File: src/rtl/yapp_chan_sink.sv
// YAPP channel sink: parses header/payload/parity from one router output channel,
// buffers payload bytes in a first-word-fall-through FIFO and reports per-packet status.
module yapp_chan_sink #(
    parameter int unsigned DEPTH     = 16,
    parameter int unsigned HIGH_WM   = 14,
    parameter logic [1:0]  CHAN_ADDR = 2'd0
) (
    input  logic                         clock,
    input  logic                         reset,
    input  logic [7:0]                   data,
    input  logic                         data_vld,
    output logic                         suspend,
    input  logic                         rd_en,
    output logic [7:0]                   rd_data,
    output logic                         rd_empty,
    output logic [$clog2(DEPTH+1)-1:0]   fifo_count,
    output logic                         pkt_done,
    output logic [1:0]                   pkt_addr,
    output logic [5:0]                   pkt_len,
    output logic                         parity_err,
    output logic                         addr_err
);

    localparam int unsigned AW = $clog2(DEPTH);
    localparam int unsigned CW = $clog2(DEPTH + 1);
    localparam logic [CW-1:0] HighWm = CW'(HIGH_WM);

    typedef enum logic [1:0] {StHeader, StPayload, StParity} state_e;

    state_e          state_q, state_d;
    logic [5:0]      len_q, len_d;
    logic [1:0]      addr_q, addr_d;
    logic [5:0]      cnt_q, cnt_d;
    logic [7:0]      par_q, par_d;
    logic            done_q, done_d;
    logic [1:0]      pkt_addr_q, pkt_addr_d;
    logic [5:0]      pkt_len_q, pkt_len_d;
    logic            perr_q, perr_d;
    logic            aerr_q, aerr_d;
    logic            suspend_q, suspend_d;

    logic [7:0]      mem_q [DEPTH];
    logic [AW-1:0]   wr_ptr_q, wr_ptr_d;
    logic [AW-1:0]   rd_ptr_q, rd_ptr_d;
    logic [CW-1:0]   count_q, count_d;

    logic            accept;
    logic            wr_en;
    logic            pop;

    assign accept = data_vld & ~suspend_q;
    assign wr_en  = accept & (state_q == StPayload);
    // Popping an empty FIFO is silently ignored.
    assign pop    = rd_en & (count_q != '0);

    // Packet parser: next state, running parity and completion status.
    always_comb begin
        state_d    = state_q;
        len_d      = len_q;
        addr_d     = addr_q;
        cnt_d      = cnt_q;
        par_d      = par_q;
        done_d     = 1'b0;
        pkt_addr_d = pkt_addr_q;
        pkt_len_d  = pkt_len_q;
        perr_d     = perr_q;
        aerr_d     = aerr_q;
        unique case (state_q)
            StHeader: begin
                if (accept) begin
                    len_d   = data[7:2];
                    addr_d  = data[1:0];
                    par_d   = data;
                    cnt_d   = '0;
                    state_d = (data[7:2] != 6'd0) ? StPayload : StParity;
                end
            end
            StPayload: begin
                if (accept) begin
                    par_d = par_q ^ data;
                    cnt_d = cnt_q + 6'd1;
                    if ((cnt_q + 6'd1) == len_q) begin
                        state_d = StParity;
                    end
                end
            end
            StParity: begin
                if (accept) begin
                    done_d     = 1'b1;
                    pkt_addr_d = addr_q;
                    pkt_len_d  = len_q;
                    perr_d     = (data != par_q);
                    aerr_d     = (addr_q != CHAN_ADDR);
                    state_d    = StHeader;
                end
            end
            default: state_d = StHeader;
        endcase
    end

    // FIFO pointers, occupancy and registered suspend from next-cycle occupancy.
    always_comb begin
        wr_ptr_d = wr_ptr_q;
        rd_ptr_d = rd_ptr_q;
        count_d  = count_q;
        if (wr_en) begin
            wr_ptr_d = wr_ptr_q + AW'(1);
        end
        if (pop) begin
            rd_ptr_d = rd_ptr_q + AW'(1);
        end
        if (wr_en && !pop) begin
            count_d = count_q + CW'(1);
        end else if (!wr_en && pop) begin
            count_d = count_q - CW'(1);
        end
        suspend_d = (count_d >= HighWm);
    end

    // State register with synchronous reset.
    always_ff @(posedge clock) begin
        if (reset) begin
            state_q    <= StHeader;
            len_q      <= '0;
            addr_q     <= '0;
            cnt_q      <= '0;
            par_q      <= '0;
            done_q     <= 1'b0;
            pkt_addr_q <= '0;
            pkt_len_q  <= '0;
            perr_q     <= 1'b0;
            aerr_q     <= 1'b0;
            suspend_q  <= 1'b0;
            wr_ptr_q   <= '0;
            rd_ptr_q   <= '0;
            count_q    <= '0;
        end else begin
            state_q    <= state_d;
            len_q      <= len_d;
            addr_q     <= addr_d;
            cnt_q      <= cnt_d;
            par_q      <= par_d;
            done_q     <= done_d;
            pkt_addr_q <= pkt_addr_d;
            pkt_len_q  <= pkt_len_d;
            perr_q     <= perr_d;
            aerr_q     <= aerr_d;
            suspend_q  <= suspend_d;
            wr_ptr_q   <= wr_ptr_d;
            rd_ptr_q   <= rd_ptr_d;
            count_q    <= count_d;
        end
    end

    // Payload storage; contents need no reset since reads are gated by occupancy.
    always_ff @(posedge clock) begin
        if (wr_en) begin
            mem_q[wr_ptr_q] <= data;
        end
    end

    assign suspend    = suspend_q;
    assign rd_empty   = (count_q == '0);
    assign rd_data    = (count_q != '0) ? mem_q[rd_ptr_q] : 8'h00;
    assign fifo_count = count_q;
    assign pkt_done   = done_q;
    assign pkt_addr   = pkt_addr_q;
    assign pkt_len    = pkt_len_q;
    assign parity_err = perr_q;
    assign addr_err   = aerr_q;

endmodule

File: config.mk
export PLATFORM = sky130hd
export DESIGN_NAME = yapp_chan_sink
export DESIGN_NICKNAME = d
export VERILOG_FILES = /design/src/rtl/yapp_chan_sink.sv
export SDC_FILE = /design/constraint.sdc
export NUM_CORES = 1
export LEC_CHECK = 0
export ABC_AREA = 1
export CAP_MARGIN = 20
export CORE_ASPECT_RATIO = 0.75
export CORE_MARGIN = 2
export CORE_UTILIZATION = 31
export DETAILED_ROUTE_END_ITERATION = 16
export GPL_ROUTABILITY_DRIVEN = 0
export PLACE_DENSITY_LB_ADDON = 0.3
export SYNTH_ARGS = -nofsm -noshare
export SYNTH_HDL_FRONTEND = slang
export SYNTH_SLANG_ARGS = --single-unit
File: constraint.sdc
create_clock -name clock -period 1.7 [get_ports clock]
set_input_delay 0.17 -clock clock [delete_from_list [all_inputs] [get_ports clock]]
set_output_delay 0.17 -clock clock [all_outputs]
set_load 0.005 [all_outputs]
==> impl_results.md, run 1 <==
* Combinational power share at 0.342
* Final setup margin at -0.347 ns
* CP Data Required Time at 1.53 ns
* Design area at 10100 sq um
* Vias in the first global route at 5351
* P per Cell Area at 1330 nW/um^2
* Pleak at 0.00364 uW
* Post-synthesis cell type count at 34
* Period utilization at 1.20
* Hold WS at 0.466 ns
* Net Switching at 4280 uW
* Crit path cell chain: buf_6 > o21ai_0 > o221ai_1 > nand3_1 > a21oi_1 > buf_2
* Via density at 4.88
* Synth area leader: edfxtp_1
* Final Hold Fails at 0
* Seq pwr share at 0.374
* Post-route DRC violation count at 0
* Layout cells sized above 1 at 0.266
* Worst-skew pair later-pin latency at 0.44 ns
* Crit end category: output pin
* RSZ-0062 raised after global routing: yes
* Hold_buf cts at 0
* Final min period at 2.05 ns
* H-tree Lvls at 4
* Max cap viols at 0
* Total GRT Usage at 0.162
* IO Count at 38
* Antenna cell count at 0
* Synth area leaders: edfxtp_1 (51%), dfxtp_1 (14%), nor2_1 (5.7%)
* Antenna Nets Post-Route at 0
* Congestion Overflow GR at 0
* WL/cell at 17.5 microns
* Int Pwr at 9210 uW
* Total power at 13500 uW
* Hpwl dp at 13.2 mm
* Failing checks: negative setup slack
* CTS tree: built
* Initial antenna violation count at 0
* Worst Tran Pin Value at 0.404 ns
* DR iter-0 viols at 541
* Filler instances at 2220
* Sw frac at 0.317
* Worst r2r path cells at 13
* Critical R2R Capture: suspend$_SDFF_PP0_
* Clock sink total at 181
* Die ar. at 25600 sq um
* Setup violations, final at 9
* Crit-path max FO at 20
* Largest net degree at the start of global routing at 35
* RR Startpoint: fifo_count[0]$_SDFF_PP0_
* Pins over their slew limit at 0
* Yosys reg bits at 181
* Area occupied by multi-input gates at 2600 sq um
* Area growth syn-to-layout at 34.1%
* Mapped Area at 7550 sq um
* Mean Syn Cell Area at 10.6 sq um
* Commonest non-fill, non-tap cell in the layout: edfxtp_1
* CTS root buffer: clkbuf_16
* Row count at 49
* Die extent in y at 139 microns
* WP data arrival at 1.88 ns
* Port Buffers at 37
* Total routed wirelength at 20.7 mm
* Crit path largest cell delay at 0.45 ns
* Most frequent cells in the layout: edfxtp_1 (128), nor2_1 (107), buf_4 (74)
* Cts bufs inserted at 17
* Slew headroom at 0.731
* Post-Syn Nets at 734
* Flop2flop setup slack at 0.01 ns
* Syn Inst Count at 714
* Register area share after synthesis at 0.649
* Initial core utilization at 0.315
* Hold-critical path depth at 2
* Placed cell areas at 8830 sq um
* Crit Path Category: reg -> out
* Via count at 5774
* Clock network power share at 0.284
* Peak VDD IR at 0.790 mV
* Pre-CTS setup slack at -0.351 ns
* Status: finished, violations left
* First-pass GRT wire length at 30.9 mm
* CTS clk-pin slew, worst paths at 0.07 ns
* FF/Latch Area at 4920 sq um
* Synthesis warning total at 0
* Critical path's slowest cell: dfxtp_4
* Longest Clk Path Bufs at 2
* 1st-pass router iterations at 5
* Critical path launch point type: register
* Final Non-Filler Cells at 1184
* Post-layout net count at 860
* Horiz. Die Dim at 184 microns
* Worst setup path end: rd_data[0]
* Post-synth top area share at 0.509
* Max Clk Rate at 489 MHz
* Worst Skew at 0.0122 ns
* Core area at 24000 sq um
* Worst hold path type: reg -> reg
* Placed cell count at 1125
## area by class of cell
class | instances | area share
sequential | 181 | 0.485
inverter | 50 | 0.0207
timing repair buffer | 140 | 0.141
clock buffer | 17 | 0.0420
clock inverter | 15 | 0.0137
multi-input combinational | 450 | 0.257
tap | 331 | 0.0409
## routing by layer
layer	vias to the layer above	global-route usage	routed length, microns
met1	2755	0.239	9760
met4	0	0.0488	212
met2	209	0.236	9080
met3	21	0.0376	1620
li1	2789	-	-
met5	-	0	0
## flip-flops by register name, summed over array words and instances (netlist names), named ones only
name / count
addr_err: 1
addr_q: 2
cnt_q: 6
fifo_count: 5
len_q: 6
mem_q: 128
par_q: 8
parity_err: 1
pkt_addr: 2
pkt_done: 1
pkt_len: 6
rd_ptr_q: 4
state_q: 2
suspend: 1
wr_ptr_q: 4
## how the worst min path moves through the flow
stage	start	endpoint
floorplan	data[0]	mem_q[0][0]$_DFFE_PP_
global placement	pkt_addr[1]$_SDFFE_PP0P_	pkt_addr[1]$_SDFFE_PP0P_
detailed placement	pkt_addr[1]$_SDFFE_PP0P_	pkt_addr[1]$_SDFFE_PP0P_
finish	pkt_addr[1]$_SDFFE_PP0P_	pkt_addr[1]$_SDFFE_PP0P_
global route	pkt_addr[1]$_SDFFE_PP0P_	pkt_addr[1]$_SDFFE_PP0P_
CTS	pkt_addr[1]$_SDFFE_PP0P_	pkt_addr[1]$_SDFFE_PP0P_
## kinds of logic after synthesis
logic type,count (synthesis),share of synthesized area
adders and majority gates,8,0.0132
AOI/OAI and AO/OA,171,0.131
and+or+nand+nor,260,0.150
xor gates and xnor gates,11,0.0128
DFF,181,0.649
buffers and inverters,83,0.0441
## stage by stage
| step | setup TNS (ns) | utilization |
|---|---|---|
| 2_1_floorplan | -8.93 | - |
| 6_report | -2.62 | 0.423 |
| 4_1_cts | -2.83 | 0.411 |
| 5_1_grt | -3.57 | 0.423 |
| 3_5_place_dp | -24.84 | 0.368 |
| 3_3_place_gp | -23.40 | 0.368 |
## synthesized netlist by cell type, drive strengths merged
library cell	count
dfxtp	53
nor2	120
nor3	12
o21bai	1
o22ai	8
nand4	4
nand3	37
a31oi	1
o221a	1
o21ai	94
ha	8
a21oi	34
clkbuf	18
buf	15
o221ai	24
nand2	78
xnor2	6
inv	48
xor2	5
clkinv	2
o211ai	1
a211oi	7
edfxtp	128
nor3b	9
## worst max-delay path: cells and delay by family, from the launching register on
family	cells	cell delay, ns
buffers and inverters	2	0.36
DFF	1	0.45
and+or+nand+nor	1	0.10
AOI/OAI and AO/OA	3	0.53
## what timing repair did
item | in CTS | in global routing
setup buffers | 15 | 6
endpoints found under the hold margin | 0 | 0
cloned | 7 | 0
pin swaps | 36 | 55
resized for setup | 103 | 78
setup endpoints to repair | 9 | 18
## power groups by stage
stage | logic, uW | registers, uW | clock network [uW]
final | 4620 | 5040 | 3830
after global routing | 4960 | 5050 | 4070
after CTS | 4140 | 5030 | 3900
after detailed placement | 3130 | 5080 | 0
after global placement | 3100 | 5070 | 0
after floorplan | 1680 | 5070 | 0
(Power assumes the default switching activity.)
==> inputs of run 2 (changes only) <==
- ABC_AREA: 1 -> not set
- CTS_CLUSTER_DIAMETER: not set -> 200
- CTS_CLUSTER_SIZE: not set -> 8
==> run 2 against run 1 <==
Compared with the run above:
- the run still ends with negative setup slack left
- worst setup slack worse by 0.52 ns
- power grew 0.78%
- via count is 19% lower
- global-route usage down 1.0 points
- critical path type unchanged
- critical endpoint is now rd_data[6]
==> impl_results.md, run 2 <==
* Congestion Overflow GR at 0
* Slew headroom at 0.649
* Hold Startpoint: reset
* Area growth syn-to-layout at 34.9%
* Mean Syn Cell Area at 15.1 sq um
* Commonest non-fill, non-tap cell in the layout: edfxtp_1
* Post-layout net count at 647
* Die extent in y at 140 microns
* Pre-CTS setup slack at -0.627 ns
* Max cap viols at 0
* Clock sink total at 181
* Core area at 24100 sq um
* Horiz. Die Dim at 185 microns
* Worst hold path type: in -> reg
* WHS Endpoint: rd_ptr_q[3]$_SDFFE_PP0P_
* Via density at 4.84
* Port Buffers at 37
* Crit end category: output pin
* Post-Syn Nets at 524
* Hold_buf cts at 0
* Worst Tran Pin Value at 0.527 ns
* Hold-critical path depth at 2
* RR Startpoint: fifo_count[1]$_SDFF_PP0_
* Setup violations, final at 58
* Longest Clk Path Bufs at 2
* Placed cell areas at 9220 sq um
* Most common cell in the netlist: edfxtp_1
* Period utilization at 1.51
* Mapped Area at 7630 sq um
* WP data arrival at 2.40 ns
* Initial core utilization at 0.317
* Design area at 10300 sq um
* Flop2flop setup slack at -0.22 ns
* Max FFs per register at 128
* CP Data Required Time at 1.53 ns
* Worst-skew pair later-pin latency at 0.44 ns
* Most flop-heavy register: mem_q
* First-pass GRT wire length at 28.7 mm
* Layout cells sized above 1 at 0.359
* Worst r2r path cells at 12
* Hpwl dp at 11.8 mm
* Most frequent cells in the layout: edfxtp_1 (128), buf_4 (51), dfxtp_1 (47)
* Initial antenna violation count at 0
* Critical path launch point type: register
* Total power at 13600 uW
* Most instantiated cells after synthesis: edfxtp_1 (128), dfxtp_1 (53), nor2_1 (49), nand2_1 (48), mux4_1 (28)
* Async set-or-reset flop fraction in the synthesized netlist at 0
* Crit Path Category: reg -> out
* Status: finished, violations left
* Top flop regs: mem_q: 128 flops, par_q: 8 flops
* Syn Inst Count at 504
* Synth area leader: edfxtp_1
* IO Count at 38
* Failing checks: negative setup slack
* Die ar. at 25900 sq um
* Peak VDD IR at 1.02 mV
* Pins over their slew limit at 0
* CTS tree: built
* Critical R2R Capture: fifo_count[0]$_SDFF_PP0_
* Dominant synthesized flop cell: edfxtp_1
* Post-synth EDFFs at 128
* Synth area leaders: edfxtp_1 (50%), dfxtp_1 (14%), mux4_1 (9.6%)
* Post-synth top area share at 0.504
* Largest net degree at the start of global routing at 33
* Post-synthesis cell type count at 43
* 1st-pass router iterations at 7
* Worst Skew at 0.0143 ns
* Total GRT Usage at 0.152
* Setup TNS at -10.08 ns
* Antenna Nets Post-Route at 0
* DR iter-0 viols at 453
* Pleak at 0.00348 uW
* Row count at 49
* P per Cell Area at 1320 nW/um^2
* Post-route DRC violation count at 0
* Antenna cell count at 0
* Cts bufs inserted at 17
* Max Clk Rate at 389 MHz
* Register area share after synthesis at 0.643
* CTS clk-pin slew, worst paths at 0.07 ns
* H-tree Lvls at 4
* CTS root buffer: clkbuf_16
* Yosys reg bits at 181
* WL/cell at 19.3 microns
* Final Hold Fails at 0
* Final setup margin at -0.868 ns
* Vias in the first global route at 4869
* Via count at 4700
* Total routed wirelength at 18.8 mm
* Hold WS at 0.196 ns
* Final min period at 2.57 ns
* Synthesis warning total at 0
* Crit-path max FO at 7
* RSZ-0062 raised after global routing: yes
## run 2: cells by family after synthesis
family / Yosys count / synth area share
flops: 181 / 0.643
simple gates: 148 / 0.0984
compound gates: 53 / 0.0435
mux: 53 / 0.149
buf+inv: 35 / 0.0230
xor+xnor: 26 / 0.0299
fa+ha+maj: 8 / 0.0131
## run 2: layout make-up
cell class | count | area (sq um)
Fill cell | 2140 | 13800
Clock inverter | 15 | 241
Timing Repair Buffer | 132 | 1510
Tap cell | 331 | 414
Multi-Input combinational cell | 288 | 2760
Inverter | 7 | 28.8
Clock buffer | 17 | 425
Sequential cell | 181 | 4920
## run 2: worst max-delay path by stage
stage	startpoint	to	cells after the start
floorplan	register	rd_data[0]	5
global placement	register	rd_data[0]	5
detailed placement	register	rd_data[6]	5
CTS	register	rd_data[6]	7
global route	register	rd_data[6]	7
finish	register	rd_data[6]	7
## run 2: report_power, final
part	total (uW)	switching [uW]	leakage, uW	internal, uW
Clock	4460	1800	0.000327	2660
Sequential	5010	137	0.00159	4870
Combinational	4130	1690	0.00156	2440
Total	13600	3630	0.00348	9970
## run 2: what timing repair did
item,in CTS,in global routing
buffers inserted,15,5
gates resized for setup,54,21
pin swaps,13,7
gates cloned,3,1
setup endpoints to repair,43,81
## run 2: per-stage QoR
stage / util / cells
after floorplan: - / 504
final: 0.427 / 971
after detailed placement: 0.382 / 916
after global placement: 0.382 / 916
after CTS: 0.421 / 966
after global routing: 0.427 / 971
## run 2: routing by layer
| layer | part of all wire | GRT usage | vias to the layer above |
|---|---|---|---|
| li1 | - | - | 2154 |
| met2 | 0.46 | 0.231 | 129 |
| met4 | 0.019 | 0.0526 | 0 |
| met5 | 0 | 0 | - |
| met3 | 0.057 | 0.0377 | 23 |
| met1 | 0.46 | 0.212 | 2394 |
## run 2: critical path: stages, from the launching register on
cell,delay [ns]
dfxtp_4,0.37
buf_6,0.11
buf_12,0.09
buf_12,0.12
mux4_2,0.49
mux4_2,0.52
nor2b_4,0.15
buf_2,0.12
==> inputs of run 3 (changes only) <==
- SKIP_LAST_GASP: not set -> 1
==> run 3 against run 2 <==
Compared with the run above:
- the flow still finishes with violations (negative setup slack)
- via count decreased by 0.74%
- clock-buffer cell count unchanged
- register-to-register slack improved by 0.08 ns
- global-route usage about the same
- fmax increased by 0.32%
- critical path depth unchanged
- design area increased by 0.24%
- wire length decreased by 1.2%
- combinational power about the same
- die area unchanged
- first-iteration DRC count decreased by 2.0%
- utilization increased by 0.10 points
==> impl_results.md, run 3 (same netlist as run 2, synthesis figures left out) <==
* Worst r2r path cells at 9
* Post-layout net count at 654
* Horiz. Die Dim at 185 microns
* Grt met3 use at 0.0377
* Antenna Nets Post-Route at 0
* Via density at 4.77
* IO Count at 38
* Crit path largest cell delay at 0.51 ns
* RSZ-0062 raised after global routing: yes
* Longest Clk Path Bufs at 2
* Layout cells sized above 1 at 0.368
* Antenna cell count at 0
* Peak VDD IR at 1.03 mV
* Worst Skew at 0.0124 ns
* CTS root buffer: clkbuf_16
* Port Buffers at 37
* First-pass GRT wire length at 28.6 mm
* Pins over their slew limit at 0
* Total power at 13600 uW
* Die ar. at 25900 sq um
* Setup violations, final at 52
* Largest net degree at the start of global routing at 33
* Max Clk Rate at 391 MHz
* Core area at 24100 sq um
* Most flop-heavy register: mem_q
* Final setup margin at -0.860 ns
* Hold WS at 0.200 ns
* Row count at 49
* CP top delay family: multiplexers
* Grt met1 use at 0.212
* Hold-critical path depth at 2
* 1st-pass router iterations at 4
* Failing checks: negative setup slack
* Worst hold path type: in -> reg
* Hold_buf cts at 0
* Period utilization at 1.51
* Initial antenna violation count at 0
* Status: finished, violations left
* Crit Path Category: reg -> out
* Total GRT Usage at 0.152
* Initial core utilization at 0.317
* Total routed wirelength at 18.5 mm
* Crit end category: output pin
* Final Hold Fails at 0
* Post-route DRC violation count at 0
* Hpwl dp at 11.8 mm
* Final min period at 2.56 ns
* Crit path cell chain: buf_6 > buf_12 > buf_12 > mux4_2 > mux4_2 > nor2b_4 > buf_2
* Vias in the first global route at 4873
* Via count at 4665
* Top flop regs: mem_q: 128 flops, par_q: 8 flops
* Critical path launch point type: register
* Congestion Overflow GR at 0
* Slew headroom at 0.640
* Worst-skew pair later-pin latency at 0.44 ns
* Commonest non-fill, non-tap cell in the layout: edfxtp_1
* Worst Tran Pin Value at 0.540 ns
* Max FFs per register at 128
* Buf/Inv on CP at 4
* DR iter-0 viols at 444
* Clock sink total at 181
* H-tree Lvls at 4
* Die extent in y at 140 microns
* Cts bufs inserted at 17
* Area growth syn-to-layout at 35.3%
* CTS clk-pin slew, worst paths at 0.07 ns
* WL/cell at 19.0 microns
* Global routing's busiest layer: met2
* P per Cell Area at 1320 nW/um^2
* Max cap viols at 0
* CP Data Required Time at 1.53 ns
* Met2 Use GR at 0.231
* CTS tree: built
* Critical path's slowest cell: mux4_2
* Total stage count of the critical path at 7
* Most frequent cells in the layout: edfxtp_1 (128), buf_4 (60), dfxtp_1 (47)
* WP data arrival at 2.39 ns
* Crit-path max FO at 7
* Pleak at 0.00350 uW
==> run 3: cell count changes in the layout (fill, tap and decap cells not counted), sizes merged <==
cell          previous run  this run
buf                    102       110
clkbuf                  19        18
dlygate4sd2              1         0
dlymetal6s2s             0         1
==> run 3: where the power goes <==
group          internal, uW  switching [uW]
Clock                  2660            1790
Sequential             4870             137
Combinational          2490            1660
==> run 3: metal layers <==
metal | up-vias | share of wire | wire length [microns]
met4 | 0 | 0.016 | 300
met5 | - | 0 | 0
met1 | 2347 | 0.44 | 8230
li1 | 2164 | - | -
met2 | 131 | 0.48 | 8820
met3 | 23 | 0.064 | 1190
==> run 3: path summary, 6_finish.rpt <==
kind	startpoint	end	slack [ns]
worst min register to register	pkt_addr[0]$_SDFFE_PP0P_	pkt_addr[0]$_SDFFE_PP0P_	0.46
worst min-delay path	reset	rd_ptr_q[3]$_SDFFE_PP0P_	0.20
worst max register to register	fifo_count[1]$_SDFF_PP0_	suspend$_SDFF_PP0_	-0.14
worst max-delay path	register	rd_data[6]	-0.86
==> run 3: metrics by stage <==
stage / TNS (ns) / cell area [sq um] / util / setup WS [ns] / std cells
floorplan: -3.60 / 7790 / - / -0.114 / 504
global placement: -45.87 / 9220 / 0.382 / -0.629 / 916
detailed placement: -47.87 / 9220 / 0.382 / -0.627 / 916
CTS: -7.76 / 10100 / 0.421 / -0.889 / 966
global route: -16.00 / 10300 / 0.428 / -0.945 / 978
finish: -8.44 / 10300 / 0.428 / -0.860 / 978
==> run 3: layout make-up <==
type                       instances  area, sq um
fill                            2143        13800
inverter                           7         28.8
multi-input combinational        288         2760
timing repair buffer             139         1530
clock buffer                      17          425
tap                              331          414
clock inverter                    15          241
sequential                       181         4920
==> run 3: what timing repair did <==
| item | 4_1_cts | 5_1_grt |
|---|---|---|
| pin swaps | 11 | 9 |
| cloned | 3 | 0 |
| endpoints found under the setup margin | 43 | 81 |
| buffers inserted | 15 | 13 |
| resized for setup | 51 | 24 |
